File: src/rtl/xreg_wb_arbiter_pkg.sv
// Shared core constants for the register writeback path.
package xreg_wb_arbiter_pkg;

    // Default register data width of the core.
    localparam int CORE_XLEN = 32;

    // Architectural register index width and register count.
    localparam int REG_IDX_W = 4;
    localparam int REG_COUNT = 16;

    // Width of a requester index for a given requester count (at least 1 bit).
    function automatic int req_idx_w(input int nreq);
        return (nreq > 2) ? $clog2(nreq) : 1;
    endfunction

endpackage

File: src/rtl/xreg_wb_arbiter_rr_arbiter.sv
// Round-robin selector: picks the first asserted request at or after the
// search start pointer, wrapping modulo NREQ. Purely combinational.
module rr_arbiter
    import xreg_wb_arbiter_pkg::*;
#(
    parameter int NREQ = 3,
    parameter int PW   = req_idx_w(NREQ)
) (
    input  logic [NREQ-1:0] req,
    input  logic [PW-1:0]   ptr,
    output logic [NREQ-1:0] grant,
    output logic [PW-1:0]   gnt_idx
);

    localparam int SW = PW + 1;

    logic [SW-1:0] cand;
    logic          found;

    // Scan requesters in rotated order and take the first valid one.
    always_comb begin
        grant   = '0;
        gnt_idx = '0;
        found   = 1'b0;
        cand    = '0;
        for (int k = 0; k < NREQ; k++) begin
            cand = {1'b0, ptr} + SW'(k);
            if (cand >= SW'(NREQ)) begin
                cand = cand - SW'(NREQ);
            end
            if (!found && req[cand[PW-1:0]]) begin
                grant[cand[PW-1:0]] = 1'b1;
                gnt_idx             = cand[PW-1:0];
                found               = 1'b1;
            end
        end
    end

endmodule

File: src/rtl/xreg_wb_arbiter.sv
// Writeback arbiter with register scoreboard.
// NREQ requesters compete round-robin for a single registered register-file
// write port. The scoreboard tracks registers reserved by issue and cleared
// by their writeback.
//
// Handshake: a writeback on requester i is accepted in the cycle where
// req_valid[i] and req_ready[i] are both high; req_ready is a one-hot grant
// that depends only on req_valid and the round-robin pointer, never on
// req_index/req_data. A requester may hold valid across cycles without
// being accepted and must keep index/data stable until accepted.
module xreg_wb_arbiter
    import xreg_wb_arbiter_pkg::*;
#(
    parameter int NREQ = 3,
    parameter int XLEN = CORE_XLEN
) (
    input  logic                                clk,
    input  logic                                rstn,
    input  logic [NREQ-1:0]                     req_valid,
    input  logic [NREQ-1:0][REG_IDX_W-1:0]      req_index,
    input  logic [NREQ-1:0][XLEN-1:0]           req_data,
    output logic [NREQ-1:0]                     req_ready,
    input  logic                                alloc_valid,
    input  logic [REG_IDX_W-1:0]                alloc_index,
    output logic [REG_COUNT-1:0]                pending,
    output logic                                wreq,
    output logic [REG_IDX_W-1:0]                windex,
    output logic [XLEN-1:0]                     wdata,
    output logic [req_idx_w(NREQ)-1:0]          dbg_rr_ptr
);

    localparam int PW = req_idx_w(NREQ);

    logic [PW-1:0]        rr_ptr;      // last granted requester
    logic                 rr_seen;     // a grant has happened since reset
    logic [PW-1:0]        start_ptr;
    logic [NREQ-1:0]      grant;
    logic [PW-1:0]        gnt_idx;
    logic                 hs;
    logic [REG_IDX_W-1:0] sel_index;
    logic [XLEN-1:0]      sel_data;
    logic [REG_COUNT-1:0] pending_nxt;

    // Search begins one past the last grant; before any grant it begins at 0
    // so a fresh core grants requester 0 first.
    always_comb begin
        start_ptr = '0;
        if (rr_seen && (rr_ptr != PW'(NREQ - 1))) begin
            start_ptr = rr_ptr + PW'(1);
        end
    end

    rr_arbiter #(
        .NREQ (NREQ),
        .PW   (PW)
    ) u_rr (
        .req     (req_valid),
        .ptr     (start_ptr),
        .grant   (grant),
        .gnt_idx (gnt_idx)
    );

    // Grant is suppressed while reset is held; the selected requester's
    // payload is muxed out for the output registers and scoreboard.
    always_comb begin
        req_ready = rstn ? grant : '0;
        hs        = |req_ready;
        sel_index = req_index[gnt_idx];
        sel_data  = req_data[gnt_idx];
    end

    // Round-robin pointer moves to the granted requester on acceptance only.
    always_ff @(posedge clk or negedge rstn) begin
        if (!rstn) begin
            rr_ptr  <= '0;
            rr_seen <= 1'b0;
        end else if (hs) begin
            rr_ptr  <= gnt_idx;
            rr_seen <= 1'b1;
        end
    end

    // Register-file write port: one-cycle strobe per accepted writeback to a
    // non-zero register; index/data hold when no write is issued.
    always_ff @(posedge clk or negedge rstn) begin
        if (!rstn) begin
            wreq   <= 1'b0;
            windex <= '0;
            wdata  <= '0;
        end else begin
            wreq <= hs && (sel_index != '0);
            if (hs && (sel_index != '0)) begin
                windex <= sel_index;
                wdata  <= sel_data;
            end
        end
    end

    // Scoreboard update: writeback clears, then alloc sets so that a
    // same-cycle alloc of the same register wins. Register 0 never pends.
    always_comb begin
        pending_nxt = pending;
        if (hs) begin
            pending_nxt[sel_index] = 1'b0;
        end
        if (alloc_valid) begin
            pending_nxt[alloc_index] = 1'b1;
        end
        pending_nxt[0] = 1'b0;
    end

    // Scoreboard state.
    always_ff @(posedge clk or negedge rstn) begin
        if (!rstn) begin
            pending <= '0;
        end else begin
            pending <= pending_nxt;
        end
    end

    assign dbg_rr_ptr = rr_ptr;

endmodule

File: config.mk
export PLATFORM = sky130hd
export DESIGN_NAME = xreg_wb_arbiter
export DESIGN_NICKNAME = d
export VERILOG_FILES = /design/src/rtl/xreg_wb_arbiter_pkg.sv /design/src/rtl/xreg_wb_arbiter_rr_arbiter.sv /design/src/rtl/xreg_wb_arbiter.sv
export SDC_FILE = /design/constraint.sdc
export NUM_CORES = 1
export LEC_CHECK = 0
export ABC_AREA = 1
export ABC_CLOCK_PERIOD_IN_PS = 6500
export BUFFER_PORTS_ARGS = -buffer_cell sky130_fd_sc_hd__buf_4
export CAP_MARGIN = 20
export CORE_MARGIN = 3
export CORE_UTILIZATION = 50
export DETAILED_ROUTE_END_ITERATION = 10
export HOLD_SLACK_MARGIN = 0.12
export PLACE_DENSITY = 0.85
export SETUP_SLACK_MARGIN = 0.2
export SYNTH_ARGS = -nofsm -noshare
export SYNTH_HDL_FRONTEND = slang
export SYNTH_HIERARCHICAL = 1
export SYNTH_SLANG_ARGS = --single-unit
export TNS_END_PERCENT = 50
File: constraint.sdc
create_clock -name clk -period 6.5 [get_ports clk]
set_input_delay 1.95 -clock clk [delete_from_list [all_inputs] [get_ports clk]]
set_output_delay 1.95 -clock clk [all_outputs]
set_load 0.01 [all_outputs]
==> impl_metrics.env <==
export IMPL_tns_ns=0
export IMPL_hpwl_mm=8.34
export IMPL_area_growth_pct=40.5
export IMPL_synth_nets=638
export IMPL_netlist_area_um2=3460
export IMPL_io_buffer_count=174
export IMPL_grt_pass1_wl_mm=17.0
export IMPL_fmax_ghz=0.201
export IMPL_hold_buffers=0
export IMPL_wl_mm=11.2
export IMPL_antennaDiodeCount=0
export IMPL_cts_tree="done"
export IMPL_ff_latch_area_um2=1380
export IMPL_endpoint_kind="flop"
export IMPL_grt_ovfl_total=0
export IMPL_utilization=0.745
export IMPL_slew_violations=0
export IMPL_post_drt_wl_per_cell_um=14.9
export IMPL_syn_inst=515
export IMPL_gp_congestion=0.888
export IMPL_fill_cells=552
export IMPL_firstDrtPassIters=6
export IMPL_ioPinCount=176
export IMPL_first_global_vias=3759
export IMPL_finalHoldWorstSlack_ns=0.480
export IMPL_fin_crit_sh=0.766
export IMPL_fin_cells=749
export IMPL_path_clk_slew_ns=0.10
export IMPL_dpl_cell_count=741
export IMPL_drt_iter0_markers=231
export IMPL_routed_via_density=5.41
export IMPL_grt_max_degree=56
export IMPL_setup_viol=0
export IMPL_die_width_um=89.2
export IMPL_hold_path_class="flop to flop"
export IMPL_drc=0
export IMPL_clkSinkCount=55
export IMPL_syn_avg_cell_area_um2=6.72
export IMPL_ctsLongestPathBuffers=2
export IMPL_num_rows=29
export IMPL_cap_violations=0
export IMPL_worst_pin_slew_ns=0.952
export IMPL_post_cts_buffers=0
export IMPL_status="completed"
export IMPL_yosys_warnings=6
export IMPL_required_ns=6.70
export IMPL_slew_headroom=0.365
export IMPL_cts_made_buffers=5
export IMPL_final_common_cell="nand2_1"
export IMPL_fin_worst_skew_ns=0.00596
export IMPL_cts_resized=0
export IMPL_cts_root_buf="clkbuf_8"
export IMPL_htree_levels=2
export IMPL_multiInputGateArea_um2=1810
export IMPL_antenna_found_initial=0
export IMPL_clock_latency_ns=0.31
export IMPL_grt_usage=0.271
export IMPL_hold_viol_final=0
export IMPL_core_um2=6530
export IMPL_synth_distinct_cells=25
export IMPL_min_period_ns=4.98
export IMPL_startpoint_type="input port"
export IMPL_antenna_left=0
export IMPL_final_nets=794
export IMPL_synth_seq_cells=55
export IMPL_crit_type="input port to flop"
export IMPL_seq_area_frac_synth=0.397
export IMPL_post_route_cells_drive_above_1_share=0.310
export IMPL_via_count=4055
export IMPL_fp_dieH_um=89.2
export IMPL_cp_max_fo=38
export IMPL_cp_data_arrival_time_ns=5.18
export IMPL_mostFrequentLayoutCells="nand2_1, buf_4, o21ai_0"
export IMPL_initial_core_util=0.530
export IMPL_die_area_um2=7960
export IMPL_rsz0062_at_grt="false"
critical path: stages:
cell	delay, ns
buf_4	0.12
inv_1	0.07
nand2_1	0.06
nand3_1	0.07
nand2_1	0.10
nand3_1	0.10
nand2_2	0.06
inv_2	0.05
nand2_1	0.04
buf_4	0.25
inv_2	0.54
nand2_2	0.17
inv_2	0.47
nand2_1	0.13
nand2_2	0.18
nor2_4	0.07
nand2_8	0.20
nand2_4	0.27
nand2_1	0.17
nand2_1	0.07
sequential cells by signal, summed over array words and instances (netlist names):
signal,count
windex,4
rr_seen,1
wdata,32
wreq,1
pending,15
dbg_rr_ptr,2
worst paths after layout:
check / start / end / slack [ns] / cells after the start
worst max-delay path: req_valid[0] / wdata[0] / 1.52 / 20
worst min-delay path: windex[0] / windex[0] / 0.48 / 2
worst max register to register: dbg_rr_ptr[0] / wdata[0] / 1.74 / 24
worst min register to register: windex[0] / windex[0] / 0.48 / 2
max in group asynchronous: rstn / wdata[16] / 4.22 / 2
min in group asynchronous: rstn / wdata[28] / 1.82 / 2
synth_stat cells, drive strengths merged:
cell | number | area [um2]
buf | 11 | 80.1
nor2 | 46 | 196
ha | 5 | 62.6
a21oi | 3 | 15.0
conb | 1 | 3.75
nand2 | 192 | 774
nand4 | 3 | 18.8
o21ai | 82 | 414
nor3 | 4 | 20.0
inv | 39 | 146
dfrtp | 55 | 1380
nand3 | 58 | 295
clkbuf | 16 | 60.1
per-layer routing:
metal	routed length [um]	GRT usage	vias to the layer above
li1	-	-	1960
met1	4380	0.344	1859
met2	5490	0.470	207
met3	1010	0.0470	29
met4	313	0.0866	0
met5	0	0	-
stage by stage:
step	cell area, um2	worst slack, ns
after floorplan	3460	1.96
after global placement	4750	1.42
after detailed placement	4750	1.24
after CTS	4870	1.58
after global routing	4870	1.17
final	4870	1.52
cells by family (layout without fill, tap and decap cells):
family                   count (synthesis)  count (layout)  synth area share
AO/OA/AOI/OAI                           85              85             0.124
adder cells (fa/ha/maj)                  5               5            0.0181
buffers and inverters                   66             223            0.0827
flip-flops                              55              55             0.397
other                                    1               1           0.00108
AND/OR/NAND/NOR                        303             303             0.377
area by class of cell:
class,instances,share of cell area
Inverter,39,0.0301
Sequential cell,55,0.283
Clock inverter,2,0.00797
Timing Repair Buffer,176,0.271
Multi-Input combinational cell,394,0.371
Tap cell,77,0.0198
Clock buffer,6,0.0170
Power is left out: the tool's default activity adds up to more than one toggle a clock period on the data nets, which glitch-free logic cannot reach.
